===== src/rtl/ysyx_041461_pipe_ctrl.sv =====
// Valid/stall controller for the 6-stage pipeline (IF, IF2, ID, EXE, MEM, WB):
// stage valid bits, register load enables, PC hold, trap flush and ID-stall counter.
module ysyx_041461_pipe_ctrl #(
  parameter int         CNT_W    = 32,
  parameter logic [3:0] TRAP_NOP = 4'd0
) (
  input  logic             clk,
  input  logic             rst_n,
  input  logic             IF_valid_in,
  input  logic             IF2_ready,
  input  logic             MEM_ready,
  input  logic             ID_redirect,
  input  logic [3:0]       WB_trap_in,
  input  logic             CD_ID_conflict,
  input  logic             CD_EXE_conflict,
  input  logic             CD_MEM_conflict,
  input  logic             CD_IF_trap,
  input  logic             CD_IF2_trap,
  input  logic             CD_ID_trap,
  input  logic             CD_EXE_trap,
  input  logic             CD_MEM_trap,
  output logic             IF2_valid,
  output logic             ID_valid,
  output logic             EXE_valid,
  output logic             MEM_valid,
  output logic             WB_valid,
  output logic             IF2_en,
  output logic             ID_en,
  output logic             EXE_en,
  output logic             MEM_en,
  output logic             WB_en,
  output logic             PC_hold,
  output logic             trap_redirect,
  output logic [CNT_W-1:0] stall_cnt
);

  typedef enum logic {RUN, FLUSH} state_t;

  localparam logic [CNT_W-1:0] CNT_ONE = CNT_W'(1);
  localparam logic [CNT_W-1:0] CNT_MAX = '1;

  state_t state;

  logic run;
  logic c_id, c_exe, c_mem;
  logic stall_if2, stall_id, stall_exe, stall_mem;
  logic fwd_if, fwd_if2, fwd_id, fwd_exe, fwd_mem;
  logic redir, tc;

  // A stage that is being killed by an older trap never raises a hazard stall.
  assign c_id  = CD_ID_conflict  & ~CD_ID_trap;
  assign c_exe = CD_EXE_conflict & ~CD_EXE_trap;
  assign c_mem = CD_MEM_conflict & ~CD_MEM_trap;

  assign stall_mem = c_mem | ~MEM_ready;
  assign stall_exe = c_exe | stall_mem;
  assign stall_id  = c_id  | stall_exe;
  assign stall_if2 = stall_id | ~IF2_ready;

  assign run     = (state == RUN);
  assign IF2_en  = run & ~stall_if2;
  assign ID_en   = run & ~stall_id;
  assign EXE_en  = run & ~stall_exe;
  assign MEM_en  = run & ~stall_mem;
  assign WB_en   = run;
  assign PC_hold = ~run | stall_if2;

  assign fwd_if  = IF_valid_in & ~stall_if2 & ~CD_IF_trap;
  assign fwd_if2 = IF2_valid   & ~stall_if2 & ~CD_IF2_trap;
  assign fwd_id  = ID_valid    & ~stall_id  & ~CD_ID_trap;
  assign fwd_exe = EXE_valid   & ~stall_exe & ~CD_EXE_trap;
  assign fwd_mem = MEM_valid   & ~stall_mem & ~CD_MEM_trap;

  assign redir = ID_valid & ID_redirect & ~stall_id & ~CD_ID_trap;
  assign tc    = WB_valid & (WB_trap_in != TRAP_NOP);

  // Trap commit wins over redirects and stalls; the redirect pulse marks the FLUSH exit.
  always_ff @(posedge clk or negedge rst_n) begin
    if (!rst_n) begin
      state         <= RUN;
      IF2_valid     <= 1'b0;
      ID_valid      <= 1'b0;
      EXE_valid     <= 1'b0;
      MEM_valid     <= 1'b0;
      WB_valid      <= 1'b0;
      trap_redirect <= 1'b0;
      stall_cnt     <= '0;
    end else begin
      case (state)
        RUN: begin
          trap_redirect <= 1'b0;
          if (tc) begin
            state     <= FLUSH;
            IF2_valid <= 1'b0;
            ID_valid  <= 1'b0;
            EXE_valid <= 1'b0;
            MEM_valid <= 1'b0;
            WB_valid  <= 1'b0;
          end else begin
            if (redir) begin
              IF2_valid <= 1'b0;
              ID_valid  <= 1'b0;
            end else begin
              IF2_valid <= IF2_en ? fwd_if  : (IF2_valid & ~CD_IF2_trap);
              ID_valid  <= ID_en  ? fwd_if2 : (ID_valid  & ~CD_ID_trap);
            end
            EXE_valid <= EXE_en ? fwd_id  : (EXE_valid & ~CD_EXE_trap);
            MEM_valid <= MEM_en ? fwd_exe : (MEM_valid & ~CD_MEM_trap);
            WB_valid  <= fwd_mem;
            if (ID_valid && stall_id && stall_cnt != CNT_MAX) begin
              stall_cnt <= stall_cnt + CNT_ONE;
            end
          end
        end
        FLUSH: begin
          IF2_valid <= 1'b0;
          ID_valid  <= 1'b0;
          EXE_valid <= 1'b0;
          MEM_valid <= 1'b0;
          WB_valid  <= 1'b0;
          if (MEM_ready) begin
            state         <= RUN;
            trap_redirect <= 1'b1;
          end else begin
            trap_redirect <= 1'b0;
          end
        end
        default: begin
          state         <= RUN;
          trap_redirect <= 1'b0;
        end
      endcase
    end
  end

endmodule


===== config.mk =====
export PLATFORM = sky130hd
export DESIGN_NAME = ysyx_041461_pipe_ctrl
export DESIGN_NICKNAME = d
export VERILOG_FILES = /design/src/rtl/ysyx_041461_pipe_ctrl.sv
export SDC_FILE = /design/constraint.sdc
export NUM_CORES = 1
export LEC_CHECK = 0
export ABC_AREA = 1
export CAP_MARGIN = 20
export CORE_MARGIN = 2
export CORE_UTILIZATION = 54
export DETAILED_ROUTE_END_ITERATION = 6
export PLACE_DENSITY = 0.86
export SLEW_MARGIN = 5
export SYNTH_ARGS = -nofsm -noshare
export SYNTH_HDL_FRONTEND = slang
export SYNTH_SLANG_ARGS = --single-unit

===== constraint.sdc =====
create_clock -name clk -period 4 [get_ports clk]
set_input_delay 1 -clock clk [delete_from_list [all_inputs] [get_ports clk]]
set_output_delay 1 -clock clk [all_outputs]
set_load 0.005 [all_outputs]

==> qor.csv <==
stage;metric;value;unit
power;leakagePower;1.57;nW
yosys;ys_ff_latch;39;
timing;fin_ws;0.359;ns
timing;finalMaxSlewViolations;0;
timing;period_minus_slack;3.64;ns
cts;ctsHoldBuffers;0;
timing;fin_crit_sh;0.910;
cts;clockBufferDepth;2;
min_path;hold_path_depth;2;
timing;slew-limit-headroom;0.427;
outcome;run_status;finished clean;
cts;worstSkewPairLatency;0.29;ns
setup_path;cp_slowest_stage_delay;0.49;ns
route;post_drt_wl_per_cell;13.1;um
grt;grtUsageMet1;0.367;
power;powerDensity;287;nW/um^2
yosys;synthXorXnorAreaFrac;0.0513;
timing;fmax;0.275;GHz
yosys;syn_area;2560;sq um
cts;cts_resized;0;
route;totalWireLength;6700;um
yosys;synthAdderAreaFrac;0.00488;
run;cap_viol_max_count;0;
grt;grt_util_met2;0.451;
floorplan;die_h;72.9;um
cts;cts.sinks;39;
grt;grt_max_degree;40;
grt;grt_busiest_layer;met2;
route;vias;2643;
yosys;syn_nets;411;
min_path;hold_class;reg -> reg;
route;drc;0;
cts;cts_tree;done;
route;drtPass1Iterations;4;
yosys;synth.avg_cell_area;6.54;sq um
cts;clk_pin_slew;0.08;ns
setup_path;reg2regPathDepth;10;
setup_path;critPathRequiredTime;3.00;ns
timing;grt_setup_unrepaired;false;
floorplan;num_rows;25;
yosys;post_synth_and_or_nand_nor_area_fraction;0.486;
timing;skew;0.0103;ns
timing;worst_pin_slew;0.859;ns
final_layout;drive_gt1_frac;0.0438;
power;peakVddDrop;0.216;mV
floorplan;start_util;0.550;
final_layout;layout_common_cells;nand2_1, clkdlybuf4s50_1, nor2_1;
placed_design;gp_congestion;0.927;
setup_path;rr_endpoint;stall_cnt[20]$_DFFE_PN0P_;
floorplan;dieArea;5310;sq um
grt;grt_pass1_wl;11100;um
floorplan;io_pins;62;
cts;cts-buffers-inserted;5;
grt;grt_pass1_vias;2432;
timing;hold_viol;0;
setup_path;endpoint_kind;primary output;
final_layout;layout_commonest_cell;nand2_1;
cts;clockRootBuffer;clkbuf_8;
yosys;ys_warn_count;0;
cts;htreeDepth;2;
placed_design;dpl_worst_slack;0.384;ns
min_path;min-delay-start;stall_cnt[1]$_DFFE_PN0P_;
grt;grtUsageTotal;0.268;
yosys;syn_inst;392;
setup_path;setup.worst_path.class;in -> out;
timing;fin_setup_tns;0;ns
setup_path;start_kind;primary input;
floorplan;coreArea;4660;sq um
setup_path;reg2reg_slack;1.97;ns
setup_path;critical_path_arrival;2.64;ns
route;detail_route.vias_per_cell;5.17;
route;postRouteAntennaNets;0;
yosys;synthMuxAreaShare;0;
placed_design;io_buffers;61;
final_layout;syn_to_final_growth;30.0;%
yosys;synth_top_family_by_area;simple AND/OR/NAND/NOR gates;
final_layout;finalNetCount;475;
yosys;synth_compound_area_frac;0.0186;
timing;setup_viol_count_final;0;
grt;use_met3;0.0470;
yosys;yosysSeqAreaShare;0.381;
floorplan;die_w;72.9;um
cts;cts_setup_buffers;0;
setup_path;r2r_start;stall_cnt[0]$_DFFE_PN0P_;
grt;antenna_found_initial;0;
min_path;hold_end;stall_cnt[1]$_DFFE_PN0P_;
setup_path;path_cells;clkdlybuf4s50_1 -> inv_1 -> nand2_1 -> nand3_1 -> nor2_2 -> nand3_1 -> inv_1 -> clkdlybuf4s50_1;
setup_path;crit_fanout;4;
route;initialDrtViolationCount;197;
setup_path;crit_slowest_cell;clkdlybuf4s50_1;
placed_design;dpl.hpwl;5070;um
final_layout;diodes;0;
grt;overflow;0;
yosys;synth_cell_types;25;
## worst max-delay path: cells and delay by family
kind | cells | cell delay, ns
buffers and inverters | 4 | 1.06
and+or+nand+nor | 4 | 0.56
## worst max-delay path by stage
stage	start	to	slack (ns)	depth (start not counted)
after global routing	CD_MEM_trap	IF2_en	0.21	8
final	CD_MEM_trap	IF2_en	0.36	8
after detailed placement	CD_MEM_trap	IF2_en	0.38	8
after global placement	CD_EXE_trap	IF2_en	0.46	8
after CTS	CD_MEM_trap	IF2_en	0.38	8
after floorplan	CD_MEM_trap	IF2_en	1.29	6
## cells by family (layout without fill, tap and decap cells)
group                    Yosys count  count (layout)
adder cells (fa/ha/maj)            1               1
AO/OA/AOI/OAI                      9               9
XOR/XNOR                          15              15
buffers and inverters             32              97
flip-flops                        39              39
AND/OR/NAND/NOR                  296             296
## flip-flops by register name (all words and copies together), names as in the netlist
| signal | cells |
|---|---|
| EXE_valid | 1 |
| ID_valid | 1 |
| IF2_valid | 1 |
| MEM_valid | 1 |
| WB_valid | 1 |
| stall_cnt | 32 |
| state | 1 |
| trap_redirect | 1 |
## cell type report
type	count	area [sq um]
clock inverter	2	60.1
sequential	39	976
tap	54	67.6
fill	398	1330
multi-input combinational	321	1440
clock buffer	6	72.6
timing repair buffer	62	613
inverter	27	104
## routing by layer
layer	vias up	routed length (um)
li1	1330	-
met1	1228	2920
met2	78	3350
met3	7	365
met4	0	56
met5	-	0
## metrics by stage
step / hold WS [ns] / std cells / total power, mW / area, sq um / util
6_report: 0.558 / 511 / 0.955 / 3330 / 0.715
3_5_place_dp: 0.517 / 503 / 0.567 / 3200 / 0.686
4_1_cts: 0.545 / 511 / 0.958 / 3330 / 0.715
3_3_place_gp: 0.528 / 503 / 0.564 / 3200 / 0.686
5_1_grt: 0.572 / 511 / 0.992 / 3330 / 0.715
2_1_floorplan: 0.478 / 392 / 0.482 / 2560 / -
## report_power, final
group	switching (mW)	internal, mW
clock network	0.145	0.250
logic	0.0680	0.0705
registers	0.0123	0.410
## cell usage after synthesis
master    number  area, sq um
inv_2          1         3.75
nand2_2        2         12.5
xor2_1        10         87.6
nor2_1        59          221
nand4_1        3         18.8
inv_4          1         6.26
nand2_8        1         20.0
a21oi_1        3         15.0
inv_1         24         90.1
nand3_1        8         40.0
dfrtp_1       39          976
buf_4          3         22.5
clkinv_1       1         3.75
nand2_1      200          751
buf_6          2         22.5
nand3b_1      15          113
nor2_2         2         12.5
nor2_4         3         33.8
xnor2_1        5         43.8
a211oi_1       1         7.51
nand2_4        1         11.3
nor3_1         1         5.00
ha_1           1         12.5
nor3b_1        1         7.51
o21ai_0        5         25.0
Note: power is estimated with default switching activity, not from simulation.
